--- config.mk ---
export PLATFORM = sky130hd
export DESIGN_NAME = register_file_8x16
export DESIGN_NICKNAME = d
export VERILOG_FILES = /design/src/rtl/register_file_8x16.sv
export SDC_FILE = /design/constraint.sdc
export NUM_CORES = 1
export LEC_CHECK = 0
export BUFFER_PORTS_ARGS = -buffer_cell sky130_fd_sc_hd__buf_2
export CORE_ASPECT_RATIO = 1.75
export CORE_UTILIZATION = 44
export CTS_CLUSTER_DIAMETER = 40
export DETAILED_ROUTE_END_ITERATION = 6
export GPL_TIMING_DRIVEN = 0
export SETUP_SLACK_MARGIN = 0.1
export SYNTH_ARGS = -nofsm -noshare
export SYNTH_HDL_FRONTEND = slang
export SYNTH_SLANG_ARGS = --single-unit
--- constraint.sdc ---
create_clock -name CLK -period 1.7 [get_ports CLK]
set_input_delay 0.17 -clock CLK [delete_from_list [all_inputs] [get_ports CLK]]
set_output_delay 0.17 -clock CLK [all_outputs]
set_load 0.1 [all_outputs]
--- src/rtl/register_file_8x16.sv ---
// 8 x 16-bit register file: R0 hard-wired to zero, two combinational read ports
// with write-through bypass, one write port gated by a global stall enable.
module register_file_8x16 #(
  parameter int WIDTH = 16,
  parameter int NREG  = 8
) (
  input  logic             CLK,
  input  logic             RST,
  input  logic             E,
  input  logic             WE,
  input  logic [2:0]       WA,
  input  logic [WIDTH-1:0] WD,
  input  logic [2:0]       RA1,
  input  logic [2:0]       RA2,
  output logic [WIDTH-1:0] RD1,
  output logic [WIDTH-1:0] RD2,
  output logic [7:0]       WR_CNT
);

  logic [WIDTH-1:0] r_regs [1:NREG-1];
  logic [7:0]       r_wr_cnt;
  logic [WIDTH-1:0] w_view [NREG];
  logic             w_wr;

  // A qualified write is the only thing that touches state or bypasses reads;
  // WA/WD are never looked at unless WE is high.
  assign w_wr = !RST && E && WE && (WA != 3'd0);

  always_ff @(posedge CLK) begin
    if (RST) begin
      for (int i = 1; i < NREG; i++) r_regs[i] <= '0;
      r_wr_cnt <= 8'h00;
    end else if (w_wr) begin
      for (int i = 1; i < NREG; i++) begin
        if (WA == 3'(i)) r_regs[i] <= WD;
      end
      r_wr_cnt <= r_wr_cnt + 8'h01;
    end
  end

  always_comb begin
    w_view[0] = '0;
    for (int i = 1; i < NREG; i++) w_view[i] = r_regs[i];
  end

  // Bypass sees only addresses 1..7 because w_wr already excludes WA==0.
  assign RD1    = (w_wr && (RA1 == WA)) ? WD : w_view[RA1];
  assign RD2    = (w_wr && (RA2 == WA)) ? WD : w_view[RA2];
  assign WR_CNT = r_wr_cnt;

endmodule

Yosys cells after proc, flatten, opt, wreduce, memory -nomap -nowiden
Memories as Yosys holds them, arrays and structs flattened.
Cells that the tools add are included.
{ "totals": {"mem_bits_rw": 112, "ff_bits": 8, "n_memories": 1, "wordCells": 75, "input_bits": 29} }
{ "memory_table": {"columns": ["name", "depth", "word_bits", "rd", "rd_clocked_by_memory_dff", "wr", "line", "source"], "rows": [
  ["r_regs", 7, 16, 7, 0, 7, "20", "logic [WIDTH-1:0] r_regs [1:NREG-1];"]
]} }
{ "op_classes": {"n_lt_le_gt_ge": 2, "mux": 45, "n_eq_ne": 9, "n_addsub": 1, "n_reduce_logical": 7, "n_bitwise": 9} }
{ "op_table": {"columns": ["op", "n"], "rows": [
  ["$mux W16", 13],
  ["$bmux W16 S3", 2],
  ["$mux W1", 30],
  ["$eq A3 B3 Y1 const B", 4],
  ["$add A8 B1 Y8 const B", 1],
  ["$ge A4 B4 Y1 const B", 2],
  ["$not A3 Y4", 2],
  ["$or A1 B1 Y1", 7],
  ["$eq A3 B2 Y1 const B", 2],
  ["$eq A3 B3 Y1", 2],
  ["$logic_and A1 B1 Y1", 5],
  ["$eq A3 B1 Y1 const B", 1],
  ["$reduce_bool A3 Y1", 1],
  ["$logic_not A1 Y1", 1]
]} }

Longest topological paths before layout
Gate-level depths: netlist of the first run.
{ "logic_depth": {"word_depth": 8, "depth_mapped": 7, "depth_no_buf": 5} }

Worst setup path before layout of the first run
No wires, ideal clock.
{ "synth_timing": {"path_type": "register -> register", "startpoint": "register r_wr_cnt[1], in the netlist WR_CNT[1]", "endpoint": "register r_wr_cnt[4], in the netlist WR_CNT[4]", "setup_time_ns": 0.124, "arrival_ns": 1.860, "path_slack_ns": -0.284, "path_stages_with_launch": 6, "synth_period_minus_slack_ns": 1.984, "t_required_ns": 1.576, "path_buffers": 0, "path_cell_list": "dfxtp_1 -> ha_1 -> nand2_1 -> nor4b_1 -> xnor2_1 -> nor2_1"} }
{ "synth_via": {"elab_chain_cells": 1} }
{ "synth_lines": {"columns": ["item", "line", "source"], "rows": [
  ["start, declared", "21", "logic [7:0] r_wr_cnt;"],
  ["start signal, assigned", "37", "r_wr_cnt <= r_wr_cnt + 8'h01;"],
  ["$add A8 B1 Y8", "37", null]
]} }
Every way passes these cells.
A chain may end at the register's enable or synchronous reset.

==> metrics, run 1 <==
ANT cells=0; Die X=97.5 microns; highest-delay cell along the critical path=edfxtp_1; largest net degree at the start of global routing=17; #FFs+latches synth=120; core footprint=15500 sq um; drt initial violations=312; final hold viol count=0; ys flop type=edfxtp_1; Worst Skew=4.23 ps; most frequent cell after synthesis=and2_1; Period minus WS final=2210 ps; global-route track usage on met1=28.8%; internal power=6.33 mW; final WL=22400 microns; period utilization=130%; # hold bufs at CTS=0; busiest grt layer=met2; Leakage Power=3.70 nW; Slew @ Worst Pin=768 ps; dominant cells by area after synthesis=edfxtp_1, and2_1, mux2i_1, mux2_2, a221oi_1; Remaining DRCs=0; max cap viols=0; Critical Path AT=2040 ps; routing usage on met2=52.1%; routed via count=5190; Mapped Area=7020 sq um; failing checks=setup timing; CP most frequent cell=mux2_4; clock buffer count from CTS=17; total track usage=27.9%; distinct cell type count after synthesis=42; Clock power frac=36.6%; Max-Slew Margin vs Limit=48.8%; Remaining Overflow, GRT=0; Die H=169 microns; Avg Inst Size Synth=12.6 sq um; Initial Util=45.4%; layout cells sized above 1=41.5%; clk_lat worst skew=420 ps; Commonest cells post-synth=and2_1, edfxtp_1, mux2i_1; PnR worst setup slack=-511 ps; Syn Inst Count=557; antenna-violating nets left=0; met3 Resource Use GR=4.62%; area delta synth->final=36.0%; Critical Path Sink Type=primary output; worst path cell trace=mux2_4 -> a221oi_4 -> a311oi_2 -> mux2_4 -> buf_12; switch share=32.5%; cell taking the most area after synthesis=edfxtp_1; first-pass GRT wire length=33400 microns; vias in the first global route=5561; Startpoint Class=register; Comb pwr share=26.0%; Nets=672; vias per cell=6.17; Max IR drop VDD=0.780 mV; final-report max-slew violation count=0; average routed wire per standard cell=26.7 microns; Mapped Nets=587; number of synthesized flops with an enable pin=112; Root Driver=clkbuf_16; CTS max path bufs=2; Post-Route Setup TNS=-13140 ps; FFs w/ async S/R, synth=0%; P per Cell Area=982 nW/um^2; Psw=3.04 mW; Seq pwr share=37.4%; initial antenna violation count=0; status=finished, violations left; Clock Pin Slew Worst Setup and Hold Paths=60 ps; GPL Wtd Cong=0.905; highest cell delay on the worst timing path=380 ps; port buffer count=61; Place WS=-768 ps; Setup Crit Path Kind=reg -> out; final setup fails=32; Yosys top cell area share=47.9%; Required @ worst endpoint=1530 ps; Syn. warnings=0; CTS tree=done; # IOs=69; CTS H-tree depth=4; RSZ-0062 raised after global routing=yes; fmax=452 MHz; sequential share of the synthesized area=50.2%; Critical Path Fanout Max=2; layout filler cell count=1151; TritonRoute pass-1 iters=5; # rows=60; die area=16500 sq um; Num Clock Sinks=120; HP Class=in -> reg; dpl hpwl=15800 microns
## placed cells by master (no fill, tap or decap), drive strengths merged, types with 2 or more instances in the layout
master,synthesis,layout
and2,113,113
edfxtp,112,112
buf,32,94
mux2,65,65
mux2i,48,48
a221oi,46,46
clkbuf,15,36
nor2b,20,20
a311oi,17,17
a211oi,16,16
nor2,12,12
xnor2,10,10
dfxtp,8,8
or2,7,7
clkinv,0,7
nand2,6,6
inv,2,5
nand2b,4,4
clkinvlp,0,4
nor3,4,4
nand3,3,3
nand4,3,3
o21ai,2,2
nor4,2,2
nand3b,2,2
nor4b,2,2
## power by group through the flow
stage	logic (mW)	clock network (mW)	registers, mW
finish	2.44	3.43	3.50
CTS	2.40	3.42	3.50
floorplan	1.39	0	3.52
global route	2.51	3.53	3.52
global placement	1.81	0	3.52
detailed placement	1.82	0	3.53
## cell type report
type                    instances  area, sq um  area share, %
flip-flops and latches        120         3540           37.0
multi-input cells             388         4070           42.6
inverters                       2         7.51         0.0786
well taps                     186          233           2.44
clock inverters                15          129           1.35
repair buffers                 66          818           8.57
clock buffers                  17          425           4.46
plain buffers                  47          330           3.46
## timing repair
item	CTS	global route
pin swaps	20	15
endpoints found under the hold margin	0	0
resized for setup	241	20
setup endpoints to repair	48	126
setup buffers	3	2
## through the flow
stage / std cells / instance area (sq um) / hold WS (ps) / utilization, % / power, mW
floorplan: 557 / 7210 / 368 / - / 4.92
detailed placement: 804 / 7750 / 484 / 50.1 / 5.36
global placement: 804 / 7750 / 479 / 50.1 / 5.32
CTS: 839 / 9450 / 62.5 / 61.1 / 9.32
global route: 841 / 9550 / 97.6 / 61.7 / 9.55
finish: 841 / 9550 / 68.2 / 61.7 / 9.37
## state kept, by name (all words and copies together), names as in the netlist
| register | flops |
|---|---|
| r_regs | 112 |
| WR_CNT | 8 |
## final timing paths
kind	from	to	slack, ps	cells past startpoint
hold reg to reg	WR_CNT[1]	WR_CNT[1]	500	2
setup / recovery	r_regs[0][17]	RD2[1]	-510	5
setup reg to reg	WR_CNT[2]	WR_CNT[5]	370	4
hold / removal	RST	WR_CNT[1]	70	3
## per-layer routing
layer / share of wire (%) / wire, microns / vias up
met5: 0 / 0 / -
met4: 6.0 / 1350 / 0
met3: 4.1 / 914 / 63
met2: 55 / 12300 / 198
met1: 35 / 7880 / 2623
li1: - / - / 2306
## worst max-delay path: cells and delay by family (launching register included)
| kind | cells | cell delay (ps) |
|---|---|---|
| multiplexers | 2 | 610 |
| buffers and inverters | 1 | 170 |
| flip-flops | 1 | 380 |
| AO/OA/AOI/OAI | 2 | 460 |
## logic make-up after synthesis
family / Yosys count / share of synthesized area [%]
and+or+nand+nor: 179 / 16.7
DFF: 120 / 50.2
muxes: 113 / 17.7
AOI/OAI and AO/OA: 85 / 10.1
buffers and inverters: 49 / 3.82
xor gates and xnor gates: 10 / 1.25
adders and majority gates: 1 / 0.178
No activity file was read; power rests on OpenSTA's default activity.
==> run 2, diff against run 1 <==
- CELL_PAD_IN_SITES_DETAIL_PLACEMENT: not set -> 1
- CELL_PAD_IN_SITES_GLOBAL_PLACEMENT: not set -> 2
- CORE_UTILIZATION: 44 -> 41
- PLACE_DENSITY_LB_ADDON: not set -> 0.1
==> run 2 against run 1 <==
- the run still ends with setup timing left
- clock skew is 0.81 ps lower
- cell area is 0.42% higher
- hold slack worse by 8.0 ps
- die area is 7.2% higher
- cell count is 4.3% higher
- first-iteration DRC count is 19% lower
- register-to-register slack worse by 30 ps
- sequential share of layout area is 0.15 points lower
- largest cell class unchanged
==> metrics, run 2 (synthesis results as in run 1) <==
Critical Path AT=2080 ps (was 2040 ps); dpl hpwl=17100 microns (was 15800 microns); Worst Skew=3.42 ps (was 4.23 ps); Initial Util=42.3% (was 45.4%); final hold viol count=0 (unchanged); ANT cells=0 (unchanged); first-pass GRT wire length=36600 microns (was 33400 microns); Nets=670 (was 672); Root Driver=clkbuf_16 (unchanged); Place WS=-818 ps (was -768 ps); fmax=444 MHz (was 452 MHz); Die X=101 microns (was 97.5 microns); Startpoint Class=register (unchanged); failing checks=setup timing (unchanged); RR Startpoint=WR_CNT[2] (unchanged); layout cells sized above 1=41.8% (was 41.5%); average routed wire per standard cell=28.2 microns (was 26.7 microns); Reg2Reg Depth=4 (unchanged); Max IR drop VDD=0.688 mV (was 0.780 mV); Finished Cell Area=9590 sq um (was 9550 sq um); TritonRoute pass-1 iters=5 (unchanged); Required @ worst endpoint=1530 ps (about the same); placed cells=842 (was 804); total design power=9.53 mW (was 9.37 mW); Slew @ Worst Pin=851 ps (was 768 ps); HP Class=in -> reg (unchanged); Setup Crit Path Kind=reg -> out (unchanged); fin util=57.7% (was 61.7%); Remaining Overflow, GRT=0 (unchanged); Remaining DRCs=0 (unchanged); vias per cell=5.99 (was 6.17); layout filler cell count=1632 (was 1151); CTS H-tree depth=4 (unchanged); DP Area=7790 sq um (was 7750 sq um); Leakage Power=3.72 nW (was 3.70 nW); max cap viols=0 (unchanged); RSZ-0062 raised after global routing=yes (unchanged); final-report max-slew violation count=0 (unchanged); largest register by flop count=r_regs (unchanged); Clock Pin Slew Worst Setup and Hold Paths=50 ps (was 60 ps); fin cells=877 (was 841); Max-Slew Margin vs Limit=43.3% (was 48.8%); drt initial violations=252 (was 312); # rows=62 (was 60); antenna-violating nets left=0 (unchanged); clock buffer count from CTS=17 (unchanged); Crit. Startpoint=r_regs[0][17] (unchanged); routed via count=5254 (was 5190); area of the multi-input gates=4040 sq um (was 4070 sq um); vias in the first global route=5745 (was 5561); P per Cell Area=994 nW/um^2 (was 982 nW/um^2); CTS max path bufs=2 (unchanged); # IOs=69 (unchanged); CTS tree=done (unchanged); Critical Path Sink Type=primary output (unchanged); most frequent cells in the layout=and2_1, edfxtp_1, mux2_4, mux2i_1, buf_2 (unchanged); die area=17700 sq um (was 16500 sq um); crit path capture=RD2[1] (unchanged); R2R Path End=WR_CNT[5] (unchanged); Period minus WS final=2250 ps (was 2210 ps); initial antenna violation count=0 (unchanged); largest net degree at the start of global routing=17 (unchanged); r2r setup slk=340 ps (was 370 ps); status=finished, violations left (unchanged); most common cell after layout, fill and taps aside=and2_1 (unchanged); total track usage=29.9% (was 27.9%); port buffer count=61 (unchanged); period utilization=133% (was 130%); final WL=24700 microns (was 22400 microns); max reg flops=112 (unchanged); PnR worst setup slack=-553 ps (was -511 ps); Die H=175 microns (was 169 microns); clk_lat worst skew=430 ps (was 420 ps); register area=3540 sq um (unchanged); Num Clock Sinks=120 (unchanged); core footprint=16600 sq um (was 15500 sq um); area delta synth->final=36.6% (was 36.0%); final setup fails=32 (unchanged); Critical Path Fanout Max=2 (unchanged); GPL Wtd Cong=0.939 (was 0.905)
==> run 2: worst min path at each step <==
stage / from / to / slack [ps] / cells past startpoint
after detailed placement: WR_CNT[7] / WR_CNT[7] / 500 / 2
after CTS: RST / WR_CNT[1] / 60 / 3
final: RST / WR_CNT[1] / 60 / 3
after global routing: RST / WR_CNT[1] / 100 / 3
after floorplan: WD[4] / r_regs[0][100] / 370 / 1
after global placement: WR_CNT[1] / WR_CNT[1] / 480 / 2
==> run 2: power breakdown <==
| group | total, mW | switching, mW | leakage (nW) | internal, mW |
|---|---|---|---|---|
| clock network | 3.57 | 1.34 | 0.281 | 2.23 |
| logic | 2.45 | 1.53 | 2.31 | 0.920 |
| registers | 3.51 | 0.113 | 1.14 | 3.39 |
==> run 2: area by class of cell <==
cell class | instances | share of cell area (%)
multi-input cells | 388 | 42.1
clock buffers | 25 | 5.38
plain buffers | 47 | 3.50
repair buffers | 64 | 8.38
flip-flops and latches | 120 | 36.9
inverters | 2 | 0.0783
clock inverters | 7 | 0.705
well taps | 224 | 2.92
==> run 2: per-stage QoR <==
stage | TNS [ps] | hold slack [ps]
6_report | -13720 | 60.2
5_1_grt | -14770 | 103
4_1_cts | -13730 | 60.1
3_5_place_dp | -68840 | 496
3_3_place_gp | -56130 | 478
2_1_floorplan | 0 | 368
==> run 2: timing repair <==
| action | CTS | global route |
|---|---|---|
| buffers inserted | 3 | 0 |
| pin swaps | 23 | 21 |
| cloned | 0 | 0 |
| setup endpoints to repair | 109 | 123 |
| gates resized for setup | 241 | 24 |
| hold buffers | 0 | 0 |
==> run 2: critical path, cell delays in order, from the launching register on <==
cell	delay, ps
edfxtp_1	410
mux2_4	310
a221oi_4	390
a311oi_2	80
mux2_4	300
buf_12	170
==> run 2: per-layer routing <==
metal	share of wire (%)	wire length (microns)	global-route usage, %	vias to the layer above
li1	-	-	-	2306
met1	34	8480	29.1	2696
met2	56	13800	56.2	180
met3	3.3	814	5.76	72
met4	6.6	1640	19.1	0
met5	0	0	0	-
